<file path="config.mk">
export PLATFORM = sky130hd
export DESIGN_NAME = sc_sng
export DESIGN_NICKNAME = d
export VERILOG_FILES = /design/src/rtl/sc_fir_pkg.sv /design/src/rtl/sc_debruijn_lfsr.sv /design/src/rtl/sc_sng.sv
export SDC_FILE = /design/constraint.sdc
export NUM_CORES = 1
export LEC_CHECK = 0
export CORE_MARGIN = 1
export CORE_UTILIZATION = 40
export DETAILED_ROUTE_END_ITERATION = 16
export PLACE_DENSITY = 0.66
export RECOVER_POWER = 25
export SYNTH_ARGS = -nofsm -noshare
export SYNTH_HDL_FRONTEND = slang
export SYNTH_SLANG_ARGS = --single-unit
</file>
<file path="constraint.sdc">
create_clock -name clock -period 4.7 [get_ports clock]
set_input_delay 1.41 -clock clock [delete_from_list [all_inputs] [get_ports clock]]
set_output_delay 1.41 -clock clock [all_outputs]
set_load 0.005 [all_outputs]
</file>
<file path="src/rtl/sc_fir_pkg.sv">
// Shared definitions for the stochastic FIR datapath.
//   N            magnitude bits of a sample; a frame is 2^N bitstream cycles
//   POW2N        bits per stochastic frame
//   sample_t     two's-complement input sample, N+1 bits
//   thresh_t     comparator threshold / random word, N bits
//   sng_state_t  stochastic number generator FSM states
//   LFSR_TAPS    feedback taps of the N-bit maximal Fibonacci LFSR
package sc_fir_pkg;

  localparam int unsigned N     = 12;
  localparam int unsigned POW2N = 1 << N;

  typedef logic [N:0]   sample_t;
  typedef logic [N-1:0] thresh_t;

  typedef enum logic {
    IDLE = 1'b0,
    RUN  = 1'b1
  } sng_state_t;

  // x^12 + x^6 + x^4 + x + 1, taps at stages 12, 6, 4 and 1.
  localparam thresh_t LFSR_TAPS = 12'h829;

  // Last count value of a frame.
  localparam thresh_t CNT_MAX = thresh_t'(POW2N - 1);

endpackage

</file>
<file path="src/rtl/sc_debruijn_lfsr.sv">
// Full-period (de Bruijn) N-bit sequence generator.
// A maximal Fibonacci LFSR whose feedback is inverted whenever the low N-1
// bits are zero, which splices the all-zero state in between 100..0 and
// 00..1. Every N-bit value then appears exactly once per 2^N enabled steps.
//   clk_i    clock, rising edge
//   rst_ni   asynchronous active-low reset, loads SEED
//   en_i     advance one step on this edge
//   state_o  current generator state
module sc_debruijn_lfsr
  import sc_fir_pkg::*;
#(
  parameter thresh_t SEED = 12'h001
) (
  input  logic    clk_i,
  input  logic    rst_ni,
  input  logic    en_i,
  output thresh_t state_o
);

  thresh_t state_q, state_d;
  logic    fb;
  logic    zero_ins;

  always_comb begin
    zero_ins = (state_q[N-2:0] == '0);
    fb       = (^(state_q & LFSR_TAPS)) ^ zero_ins;
    state_d  = state_q;
    if (en_i) begin
      state_d = {state_q[N-2:0], fb};
    end
  end

  always_ff @(posedge clk_i or negedge rst_ni) begin
    if (!rst_ni) begin
      state_q <= SEED;
    end else begin
      state_q <= state_d;
    end
  end

  assign state_o = state_q;

endmodule

</file>
<file path="src/rtl/sc_sng.sv">
// Stochastic number generator: turns one two's-complement sample into a
// bipolar stochastic frame of 2^N bits whose count of ones equals the
// offset-binary threshold exactly.
//   clock       bitstream clock, rising edge
//   reset_n     asynchronous active-low reset
//   in          two's-complement sample, -2^N .. 2^N-1
//   load        sample strobe, taken only while ready is high
//   ready       a sample can be accepted on this edge
//   bit_out     registered stochastic bit
//   bit_valid   bit_out belongs to a frame
//   frame_last  marks the final bit of a frame
module sc_sng
  import sc_fir_pkg::*;
#(
  parameter thresh_t SEED = 12'h001
) (
  input  logic    clock,
  input  logic    reset_n,
  input  sample_t in,
  input  logic    load,
  output logic    ready,
  output logic    bit_out,
  output logic    bit_valid,
  output logic    frame_last
);

  sng_state_t state_q, state_d;
  thresh_t    cnt_q, cnt_d;
  thresh_t    thresh_q, thresh_d;
  logic       bit_q, bit_d;
  logic       valid_q, valid_d;
  logic       last_q, last_d;

  thresh_t    rnd;
  logic       run;
  logic       accept;
  logic       cnt_end;

  // The offset value's LSB carries no weight in an N-bit threshold.
  logic       unused_x_lsb;
  assign unused_x_lsb = in[0];

  sc_debruijn_lfsr #(
    .SEED (SEED)
  ) u_lfsr (
    .clk_i   (clock),
    .rst_ni  (reset_n),
    .en_i    (run),
    .state_o (rnd)
  );

  always_comb begin
    run     = (state_q == RUN);
    cnt_end = (cnt_q == CNT_MAX);
    // High during the cycle whose edge registers the final bit, so a new
    // sample can follow with no idle gap.
    ready   = (state_q == IDLE) || (run && cnt_end);
    accept  = load && ready;

    state_d  = state_q;
    cnt_d    = cnt_q;
    thresh_d = thresh_q;
    bit_d    = 1'b0;
    valid_d  = 1'b0;
    last_d   = 1'b0;

    if (run) begin
      bit_d   = (thresh_q > rnd);
      valid_d = 1'b1;
      last_d  = cnt_end;
      cnt_d   = cnt_q + 1'b1;
      if (cnt_end) begin
        state_d = IDLE;
      end
    end

    if (accept) begin
      // Offset conversion {~sign, magnitude} with the LSB dropped.
      thresh_d = {~in[N], in[N-1:1]};
      cnt_d    = '0;
      state_d  = RUN;
    end
  end

  always_ff @(posedge clock or negedge reset_n) begin
    if (!reset_n) begin
      state_q  <= IDLE;
      cnt_q    <= '0;
      thresh_q <= '0;
      bit_q    <= 1'b0;
      valid_q  <= 1'b0;
      last_q   <= 1'b0;
    end else begin
      state_q  <= state_d;
      cnt_q    <= cnt_d;
      thresh_q <= thresh_d;
      bit_q    <= bit_d;
      valid_q  <= valid_d;
      last_q   <= last_d;
    end
  end

  assign bit_out    = bit_q;
  assign bit_valid  = valid_q;
  assign frame_last = last_q;

endmodule

</file>
**Yosys cells after proc, flatten, opt, wreduce, memory -nomap -nowiden**

Index checks and enable logic that the tools add are counted.

- Bitwise operators: 3
- Muxes and demuxes: 8
- Multiply operators: 0
- Order comparisons: 1
- Divide/modulo/power cells: 0
- Shift operators: 0
- Reduce and logical (&&, ||, !) cells: 6
- $add $sub $neg: 1
- Equality and inequality tests: 1

Operator list:

| operator | count |
|---|---|
| $mux 12 | 2 |
| $add 12x1->12 const B | 1 |
| $eq 12x12->1 const B | 1 |
| $gt 12x12->1 | 1 |
| $reduce_xor 12->1 | 1 |
| $logic_not 11->1 | 1 |
| $mux 1 | 6 |
| $logic_and 1x1->1 | 2 |
| $not 1->1 | 2 |
| $reduce_bool 2->1 | 1 |
| $logic_or 1x1->1 | 1 |
| $xor 1x1->1 | 1 |

- Memories kept: 0
- Register bits: 40
- Logic and storage cells: 27
- Output and inout port bits: 4
- Memory bits (read-only): 0
- RAM bits: 0
- Bits in latches: 0
- Input port bits: 16

**Depth between registers and ports, before layout**

Gate-level depths: netlist (run 1).

- Depth after elaboration: 5
- Depth in mapped cells: 6

**Modules after synthesis**

From an unflattened synthesis (run 1), not the netlist that was laid out.

- Cell total of the unflattened synthesis: 171
- Area, all modules: 2053.2 µm²

By module, submodules not included:

| module | area an instance (µm²) | seq. area each (µm²) | instances | cells an instance |
|---|---|---|---|---|
| sc_sng | 1545.2 | 700.7 | 1 | 139 |
| sc_debruijn_lfsr | 508.0 | 301.5 | 1 | 32 |

**Worst setup path after synthesis (run 1)**

No wires, ideal clock.

- Path kind: reg-to-output
- Start: register cnt_q[0]
- End: output port ready
- Arrival time: 948 ps
- Path slack: 2342 ps
- Stages on the path, launching flop included: 4
- Buffers on the path: 0
- Cell sequence: dfrtp_1 -> ha_1 -> nand3_1 -> o31ai_4

- Word-level cells in the longest chain between the ends: 3

RTL lines:

| what | RTL line | source |
|---|---|---|
| start, declared | sc_sng.sv:28 | `thresh_t cnt_q, cnt_d;` |
| start signal, assigned | sc_sng.sv:95 | `cnt_q <= cnt_d;` |
| $eq 12x12->1 | sc_sng.sv:54 | `cnt_end = (cnt_q == CNT_MAX);` |
| $logic_and 1x1->1 | sc_sng.sv:57 | `ready = (state_q == IDLE) \|\| (run && cnt_end);` |
| $logic_or 1x1->1 | sc_sng.sv:57 |  |
| end, declared | sc_sng.sv:21 | `output logic ready,` |

No other way between the ends.

**Worst setup path in the final report (run 1)**

Same ends and word-level chain as after synthesis.

==> results of run 1 <==
final timing paths:
path / startpoint / end / slack, ns / depth (start not counted)
max in group asynchronous: reset_n / cnt_q[6]$_DFFE_PN0P_ / 1.78 / 1
setup reg to reg: run$_DFF_PN0_ / cnt_q[8]$_DFFE_PN0P_ / 2.25 / 5
hold / removal: u_lfsr.state_o[0]$_DFFE_PN1P_ / u_lfsr.state_o[0]$_DFFE_PN1P_ / 0.51 / 1
min in group asynchronous: reset_n / thresh_q[11]$_DFFE_PN0P_ / 1.72 / 1
setup / recovery: cnt_q[0]$_DFFE_PN0P_ / ready / 1.39 / 4
hold reg to reg: u_lfsr.state_o[0]$_DFFE_PN1P_ / u_lfsr.state_o[0]$_DFFE_PN1P_ / 0.51 / 1
power by group:
group          switching, mW  leakage [nW]  internal (mW)  total (mW)
sequential          0.000578         0.484          0.344       0.345
combinational        0.00906         0.510         0.0101      0.0191
clock                  0.114        0.0552          0.157       0.272
cell usage after synthesis (all sizes together), types with 2 or more instances:
cell / number / area, um2
nor3: 5 / 25.0
mux2: 10 / 146
xor2: 3 / 26.3
a21oi: 5 / 25.0
nor4: 3 / 18.8
buf: 2 / 25.0
and2: 2 / 15.0
ha: 13 / 163
nand2: 17 / 63.8
xnor2: 8 / 70.1
nand3: 4 / 20.0
o2111ai: 2 / 17.5
dfrtp: 39 / 976
clkbuf: 4 / 15.0
nor2: 13 / 48.8
nand4: 4 / 40.0
a31oi: 2 / 12.5
inv: 17 / 63.8
o21ai: 18 / 90.1
critical path, cell delays in order (launching register included):
cell and delay, ns:
dfrtp_1 0.39, ha_1 0.25, nand3_1 0.16, o31ai_4 0.26
clkdlybuf4s50_1 0.55
through the flow:
step	total power [mW]	hold slack [ns]	cells
after global placement	0.371	0.486	264
after detailed placement	0.372	0.498	264
after floorplan	0.352	0.352	184
after CTS	0.645	0.512	272
final	0.636	0.513	272
after global routing	0.664	0.529	272
registers in the layout (all words and copies together), names as in the netlist:
register and flops:
thresh_q 12, cnt_q 12, run 1, frame_last 1
u_lfsr.state_o 12, bit_valid 1, bit_out 1
layout make-up:
type	instances	area [um2]
Clock buffer	6	72.6
Clock inverter	2	35.0
Fill cell	455	2440
Inverter	17	63.8
Multi-Input combinational cell	121	912
Sequential cell	40	1000
Tap cell	67	83.8
Timing Repair Buffer	19	178
kinds of logic after synthesis:
logic type	after synthesis	share of synthesized area, %
compound gates	33	10.5
xor+xnor	12	5.89
mux	11	7.75
fa+ha+maj	13	8.06
buf+inv	23	5.15
flops	40	49.7
simple gates	52	13.0
layer usage:
| metal | vias up | routed length (um) | global-route usage (%) |
|---|---|---|---|
| met2 | 23 | 1440 | 21.9 |
| met5 | - | 0 | 0 |
| met4 | 0 | 42 | 5.23 |
| met1 | 626 | 1940 | 25.4 |
| met3 | 5 | 133 | 4.14 |
| li1 | 674 | - | - |
==> run_results.csv, run 1 <==
group,metric,value,unit
run_status,status,"finished, violations left",
run_status,violations,"max-capacitance violations, max-slew violations",
finish,final_cell_area,2350,um2
cts,cts_max_path_buffers,2,
floorplanning,pin_count,20,
timing,fmax,0.302,GHz
job,maxCapViolCount,1,
finish,finish.utilization,49.0,%
finish,nets,233,
floorplanning,die_w,73.0,um
worst_setup_path,crit_required,3.29,ns
cts,cts_sinks,40,
route,drt_iter0_markers,82,
floorplanning,die_h,73.0,um
route,vias,1328,
cts,root_buffer,"clkbuf_8",
timing,tns,0,ns
floorplanning,initial_core_util,42.2,%
global_routing,grt.total_usage,16.4,%
synth,yosysUniqueCellTypes,36,
route,wire_per_inst,13.1,um
timing,tightestPinTransition,2.10,ns
cts,clock_latency,0.29,ns
global_routing,grt_pass1_wl,6520,um
timing,setup_slack,1.39,ns
worst_setup_path,critPathLaunchType,"register",
cts,htreeDepth,2,
hold_path,hold_path_class,"register to register",
route,route.detailed.drc,0,
finish,drive_gt1_share,10.2,%
synth,syn_avg_cell_area,11.0,um2
synth,yosys_warnings,0,
timing,final_hold_viol_count,0,
timing,rsz0062_at_grt,"false",
route,dr.pass1.iters,4,
route,drt-total-wl,3550,um
global_routing,antenna_found_initial,0,
worst_setup_path,worstSetupPathType,"register to primary output",
floorplanning,dieArea,5330,um2
cts,tritoncts.num_buffers,5,
global_routing,grt_max_degree,41,
worst_setup_path,critical_path_arrival,1.90,ns
global_routing,grt_pass1_vias,1354,
route,postRouteAntennaNets,0,
timing,finClkSkew,0.00369,ns
timing,finalMaxSlewViolations,41,
finish,final_common_cell,"dfrtp_1",
power_and_ir_drop,leakagePower,1.05,nW
place,place_area,2240,um2
place,place_congestion,0.757,
place,post-place-ws,1.72,ns
cts,cts-hold-fix-buffers,0,
worst_setup_path,critPathCaptureType,"primary output",
power_and_ir_drop,power_density,271,nW/um2
synth,async_reset_ff_share,100,%
floorplanning,rows,25,
place,port_buffers,18,
cts,clkTransAtPathRegs,0.07,ns
synth,synth_edf_count,0,
finish,mostFrequentLayoutCells,"39 x dfrtp_1, 18 x o21ai_0, 17 x inv_1, 17 x nand2_1, 17 x clkdlybuf4s50_1",
floorplanning,fp.coreArea,4790,um2
timing,slew_headroom,-40.0,%
global_routing,globalRouteOverflowTotal,0,
synth,yosysSeqAreaShare,49.7,%
synth,ys_ff_latch,40,
worst_setup_path,critical_path.max_fanout,4,
timing,period_share,70.5,%
timing,setup_violations,0,
place,hpwl,2440,um
finish,diodes,0,
synth,netlist_instances,184,
synth,ys.flop_type,"dfrtp_1",
synth,synth_area,2020,um2
cts,post_cts_buffers,0,
cts,cts_resized,0,
power_and_ir_drop,vdd_drop_max,0.000153,V
finish,syn_to_final_growth,16.3,%
timing,min_period,3.31,ns
cts,cts_tree,"done",
synth,synth_nets,213,
route,vias_per_cell,4.88,
(Power assumes the default switching activity.)
==> run 2: changes to the inputs <==
--- a/config.mk
+++ b/config.mk
@@ -8,7 +8,7 @@
 export CORE_MARGIN = 1
 export CORE_UTILIZATION = 40
 export DETAILED_ROUTE_END_ITERATION = 16
-export PLACE_DENSITY = 0.66
+export PLACE_DENSITY = 0.69
 export RECOVER_POWER = 25
 export SYNTH_ARGS = -nofsm -noshare
 export SYNTH_HDL_FRONTEND = slang
==> constraint.sdc (replaced) <==
create_clock -name clock -period 2.95 [get_ports clock]
set_input_delay 0.885 -clock clock [delete_from_list [all_inputs] [get_ports clock]]
set_output_delay 0.885 -clock clock [all_outputs]
set_load 0.005 [all_outputs]
==> run 2 against run 1 <==
Net effect:
- the flow still finishes with violations (max-capacitance violations, max-slew violations)
- critical path depth is the same
- wire length grew 1.1%
- setup slack lost 1.2 ns
- total power grew 48%
- global-route usage shrank 0.14 points
- register-to-register slack lost 1.7 ns
==> run_results.csv, run 2 (same netlist as run 1, synthesis figures left out) <==
group,metric,value,unit
run_status,status,"finished, violations left",
run_status,violations,"max-capacitance violations, max-slew violations",
finish,multi_input_area,912,um2
cts,cts_max_path_buffers,2,
power_and_ir_drop,leakagePower,1.04,nW
worst_setup_path,critPathLaunchType,"register",
worst_setup_path,max_stage_delay,0.55,ns
finish,finish.utilization,48.5,%
job,maxCapViolCount,1,
timing,tightestPinTransition,2.06,ns
timing,timing.hold.ws,0.510,ns
timing,final_hold_viol_count,0,
route,route.detailed.drc,0,
timing,tns,0,ns
finish,final_cell_area,2320,um2
timing,fmax,0.358,GHz
place,place_area,2240,um2
timing,rsz0062_at_grt,"false",
global_routing,antenna_found_initial,0,
worst_setup_path,worstSetupPathType,"register to primary output",
cts,cts_sinks,40,
route,vias_per_cell,4.95,
worst_setup_path,critical_path.max_fanout,4,
route,drt_iter0_markers,71,
cts,cts_tree,"done",
power_and_ir_drop,seqPwrFrac,58.5,%
hold_path,hold_path_class,"register to register",
global_routing,grt.total_usage,16.2,%
timing,setup_violations,0,
floorplanning,pin_count,20,
route,drt-total-wl,3590,um
timing,slew_headroom,-37.1,%
place,post-place-ws,0.484,ns
finish,nets,233,
hold_path,hold_depth,1,
floorplanning,initial_core_util,42.2,%
timing,min_period,2.79,ns
power_and_ir_drop,intPower,0.731,mW
cts,clock_latency,0.29,ns
worst_setup_path,crit_required,2.07,ns
timing,period_share,94.6,%
finish,final_common_cell,"dfrtp_1",
place,dp_cells,264,
worst_setup_path,critical_path_arrival,1.91,ns
finish,diodes,0,
cts,htreeDepth,2,
cts,root_buffer,"clkbuf_8",
worst_setup_path,slowest_stage,"clkdlybuf4s50_1",
global_routing,grt_pass1_wl,6590,um
cts,tritoncts.num_buffers,5,
route,vias,1347,
floorplanning,dieArea,5330,um2
route,wire_per_inst,13.2,um
floorplanning,die_h,73.0,um
floorplanning,die_w,73.0,um
power_and_ir_drop,clkPwrFrac,38.3,%
power_and_ir_drop,swShare,22.2,%
route,dr.pass1.iters,4,
cts,cts-hold-fix-buffers,0,
finish,fin_cells,272,
worst_setup_path,r2r_cells,5,
timing,finalMaxSlewViolations,41,
timing,finClkSkew,0.00326,ns
global_routing,grt_pass1_vias,1404,
power_and_ir_drop,total_power,0.939,mW
place,port_buffers,18,
cts,cts_resized,0,
place,place_congestion,0.738,
place,hpwl,2500,um
finish,seq_area,1000,um2
finish,mostFrequentLayoutCells,"39 x dfrtp_1, 18 x o21ai_0, 17 x inv_1, 17 x nand2_1, 17 x clkdlybuf4s50_1",
cts,post_cts_buffers,0,
finish,drive_gt1_share,9.76,%
power_and_ir_drop,power_density,404,nW/um2
finish,syn_to_final_growth,15.0,%
cts,clkTransAtPathRegs,0.08,ns
finish,n_fill_cell,442,
floorplanning,fp.coreArea,4790,um2
route,postRouteAntennaNets,0,
global_routing,globalRouteOverflowTotal,0,
power_and_ir_drop,switching_power,0.208,mW
global_routing,grt_max_degree,41,
worst_setup_path,path_cells,"ha_1 -> nand3_1 -> o31ai_4 -> clkdlybuf4s50_1",
timing,setup_slack,0.159,ns
floorplanning,rows,25,
worst_setup_path,critPathCaptureType,"primary output",
power_and_ir_drop,vdd_drop_max,0.000277,V
power_and_ir_drop,comb_power_share,3.2,%
[run 2: final timing paths]
check / end / slack (ns) / from
max reg2reg: cnt_q[9]$_DFFE_PN0P_ / 0.52 / run$_DFF_PN0_
min: u_lfsr.state_o[0]$_DFFE_PN1P_ / 0.51 / u_lfsr.state_o[0]$_DFFE_PN1P_
min reg2reg: u_lfsr.state_o[0]$_DFFE_PN1P_ / 0.51 / u_lfsr.state_o[0]$_DFFE_PN1P_
max: ready / 0.16 / cnt_q[0]$_DFFE_PN0P_
max in group asynchronous: cnt_q[8]$_DFFE_PN0P_ / 0.61 / reset_n
min in group asynchronous: thresh_q[10]$_DFFE_PN0P_ / 1.17 / reset_n
[run 2: power by group through the flow]
stage	combinational (mW)	clock [mW]	sequential (mW)
2_1_floorplan	0.00119	0	0.560
3_3_place_gp	0.0314	0	0.560
3_5_place_dp	0.0317	0	0.560
4_1_cts	0.0320	0.369	0.549
5_1_grt	0.0343	0.389	0.549
6_report	0.0301	0.359	0.549
[run 2: cell type report]
| type | instances | area share (%) |
|---|---|---|
| Clock buffer | 7 | 3.29 |
| Sequential cell | 40 | 43.2 |
| Multi-Input combinational cell | 121 | 39.3 |
| Clock inverter | 1 | 0.216 |
| Tap cell | 67 | 3.61 |
| Inverter | 17 | 2.75 |
| Timing Repair Buffer | 19 | 7.65 |
[run 2: worst max-delay path: cells and delay by family (launching register included)]
family | cells | cell delay, ns
buffers and inverters | 1 | 0.55
DFF | 1 | 0.39
AOI/OAI and AO/OA | 1 | 0.27
adders and majority gates | 1 | 0.24
and+or+nand+nor | 1 | 0.16
[run 2: layer usage]
layer  track usage (%)  routed length, um
met1              24.1               1930
met2              23.1               1500
met3              3.45                119
met4              5.88                 41
met5                 0                  0
==> run 3: changes to the inputs <==
--- a/config.mk
+++ b/config.mk
@@ -8,7 +8,7 @@
 export CORE_MARGIN = 1
 export CORE_UTILIZATION = 40
 export DETAILED_ROUTE_END_ITERATION = 16
-export PLACE_DENSITY = 0.69
+export PLACE_DENSITY = 0.66
 export RECOVER_POWER = 25
 export SYNTH_ARGS = -nofsm -noshare
 export SYNTH_HDL_FRONTEND = slang
==> constraint.sdc (replaced) <==
create_clock -name clock -period 2.91 [get_ports clock]
set_input_delay 0.873 -clock clock [delete_from_list [all_inputs] [get_ports clock]]
set_output_delay 0.873 -clock clock [all_outputs]
set_load 0.005 [all_outputs]
==> run 3 against run 2 <==
Net effect:
- the flow still finishes with violations (max-capacitance violations, max-slew violations)
- non-clock buffer count did not move
- die area stayed put
- setup slack lost 0.045 ns
- sequential share of layout area fell by 0.55 points
- critical endpoint unchanged
- register-to-register slack worse by 0.08 ns
- clock-buffer cell count fell by 2
- hold slack lost 0.011 ns
- flip-flop and latch count is the same
- sequential power increased by 1%
- clock skew up 0.00083 ns
- critical path depth stayed put
==> run_results.csv, run 3 (same netlist as run 1, synthesis figures left out) <==
group,metric,value,unit
place,post-place-ws,0.438,ns
global_routing,globalRouteOverflowTotal,0,
worst_setup_path,crit_required,2.04,ns
worst_setup_path,critical_path.max_fanout,4,
run_status,violations,"max-capacitance violations, max-slew violations",
cts,clkTransAtPathRegs,0.08,ns
timing,slew_headroom,-42.8,%
global_routing,grt_pass1_wl,6570,um
route,vias_per_cell,5.03,
power_and_ir_drop,vdd_drop_max,0.000274,V
job,maxCapViolCount,1,
finish,syn_to_final_growth,16.5,%
global_routing,antenna_found_initial,0,
worst_setup_path,critPathLaunchType,"register",
finish,mostFrequentLayoutCells,"39 x dfrtp_1, 18 x o21ai_0, 17 x inv_1, 17 x nand2_1, 17 x clkdlybuf4s50_1",
hold_path,hold_path_class,"register to register",
cts,post_cts_buffers,0,
floorplanning,pin_count,20,
cts,htreeDepth,2,
floorplanning,die_w,73.0,um
place,port_buffers,18,
timing,period_share,96.1,%
cts,root_buffer,"clkbuf_8",
timing,tns,0,ns
place,hpwl,2430,um
hold_path,hold_depth,1,
timing,finClkSkew,0.00409,ns
route,route.detailed.drc,0,
finish,drive_gt1_share,10.7,%
timing,final_hold_viol_count,0,
timing,min_period,2.80,ns
finish,nets,233,
global_routing,grt.total_usage,16.2,%
timing,rsz0062_at_grt,"false",
worst_setup_path,ff2ff_setup_slack,0.44,ns
cts,cts_tree,"done",
cts,cts-hold-fix-buffers,0,
route,wire_per_inst,13.2,um
cts,cts_sinks,40,
timing,tightestPinTransition,2.14,ns
route,postRouteAntennaNets,0,
power_and_ir_drop,power_density,441,nW/um2
route,vias,1368,
worst_setup_path,r2r_cells,5,
worst_setup_path,critical_path_arrival,1.92,ns
timing,finalMaxSlewViolations,41,
timing,setup_violations,0,
cts,tritoncts.num_buffers,5,
cts,cts_max_path_buffers,2,
floorplanning,rows,25,
place,place_congestion,0.766,
global_routing,grt_max_degree,41,
run_status,status,"finished, violations left",
floorplanning,initial_core_util,42.2,%
power_and_ir_drop,leakagePower,1.05,nW
route,drt_iter0_markers,53,
timing,fmax,0.358,GHz
cts,clock_latency,0.28,ns
floorplanning,die_h,73.0,um
finish,final_common_cell,"dfrtp_1",
route,drt-total-wl,3590,um
floorplanning,dieArea,5330,um2
cts,cts_resized,0,
timing,setup_slack,0.114,ns
worst_setup_path,worstSetupPathType,"register to primary output",
global_routing,grt_pass1_vias,1434,
worst_setup_path,critPathCaptureType,"primary output",
finish,diodes,0,
route,dr.pass1.iters,4,
finish,n_fill_cell,438,
floorplanning,fp.coreArea,4790,um2
-- run 3: cell type report --
cell class	instances	area, um2	share of cell area [%]
flip-flops and latches	40	1000	42.6
multi-input cells	121	912	38.8
repair buffers	19	178	7.56
well taps	67	83.8	3.57
clock buffers	5	68.8	2.93
inverters	17	63.8	2.71
clock inverters	3	42.5	1.81
-- run 3: worst max-delay path, stage by stage (launching register included) --
cell and delay (ns):
dfrtp_1 0.39, ha_1 0.25, nand3_1 0.16, o31ai_4 0.28, clkdlybuf4s50_1 0.56
-- run 3: power by group --
group / switching, mW / leakage [nW] / internal (mW) / total, mW
clock: 0.196 / 0.0541 / 0.254 / 0.450
combinational: 0.0145 / 0.510 / 0.0162 / 0.0308
sequential: 0.000985 / 0.484 / 0.556 / 0.557
total: 0.211 / 1.05 / 0.826 / 1.04
-- run 3: worst paths after layout --
kind | from | end
worst max-delay path | cnt_q[0]$_DFFE_PN0P_ | ready
worst min-delay path | cnt_q[10]$_DFFE_PN0P_ | cnt_q[10]$_DFFE_PN0P_
worst max register to register | run$_DFF_PN0_ | cnt_q[9]$_DFFE_PN0P_
worst min register to register | cnt_q[10]$_DFFE_PN0P_ | cnt_q[10]$_DFFE_PN0P_
max in group asynchronous | reset_n | cnt_q[9]$_DFFE_PN0P_
min in group asynchronous | reset_n | thresh_q[4]$_DFFE_PN0P_
-- run 3: per-layer routing --
metal  wire length [um]  share of wire, %  global-route usage (%)  vias to the layer above
li1                   -                 -                       -                      676
met1               1980                55                    23.6                      657
met2               1460                41                    23.9                       33
met3                139               3.9                    4.28                        2
met4                 17              0.47                    4.14                        0
met5                  0                 0                       0                        -
-- run 3: stage by stage --
stage / utilization [%] / instance area, um2 / cells / power [mW] / hold slack [ns]
2_1_floorplan: - / 2020 / 184 / 0.569 / 0.352
3_3_place_gp: 46.9 / 2240 / 264 / 0.600 / 0.481
3_5_place_dp: 46.9 / 2240 / 264 / 0.600 / 0.492
4_1_cts: 49.2 / 2360 / 272 / 1.05 / 0.503
5_1_grt: 49.1 / 2350 / 272 / 1.07 / 0.513
6_report: 49.1 / 2350 / 272 / 1.04 / 0.499
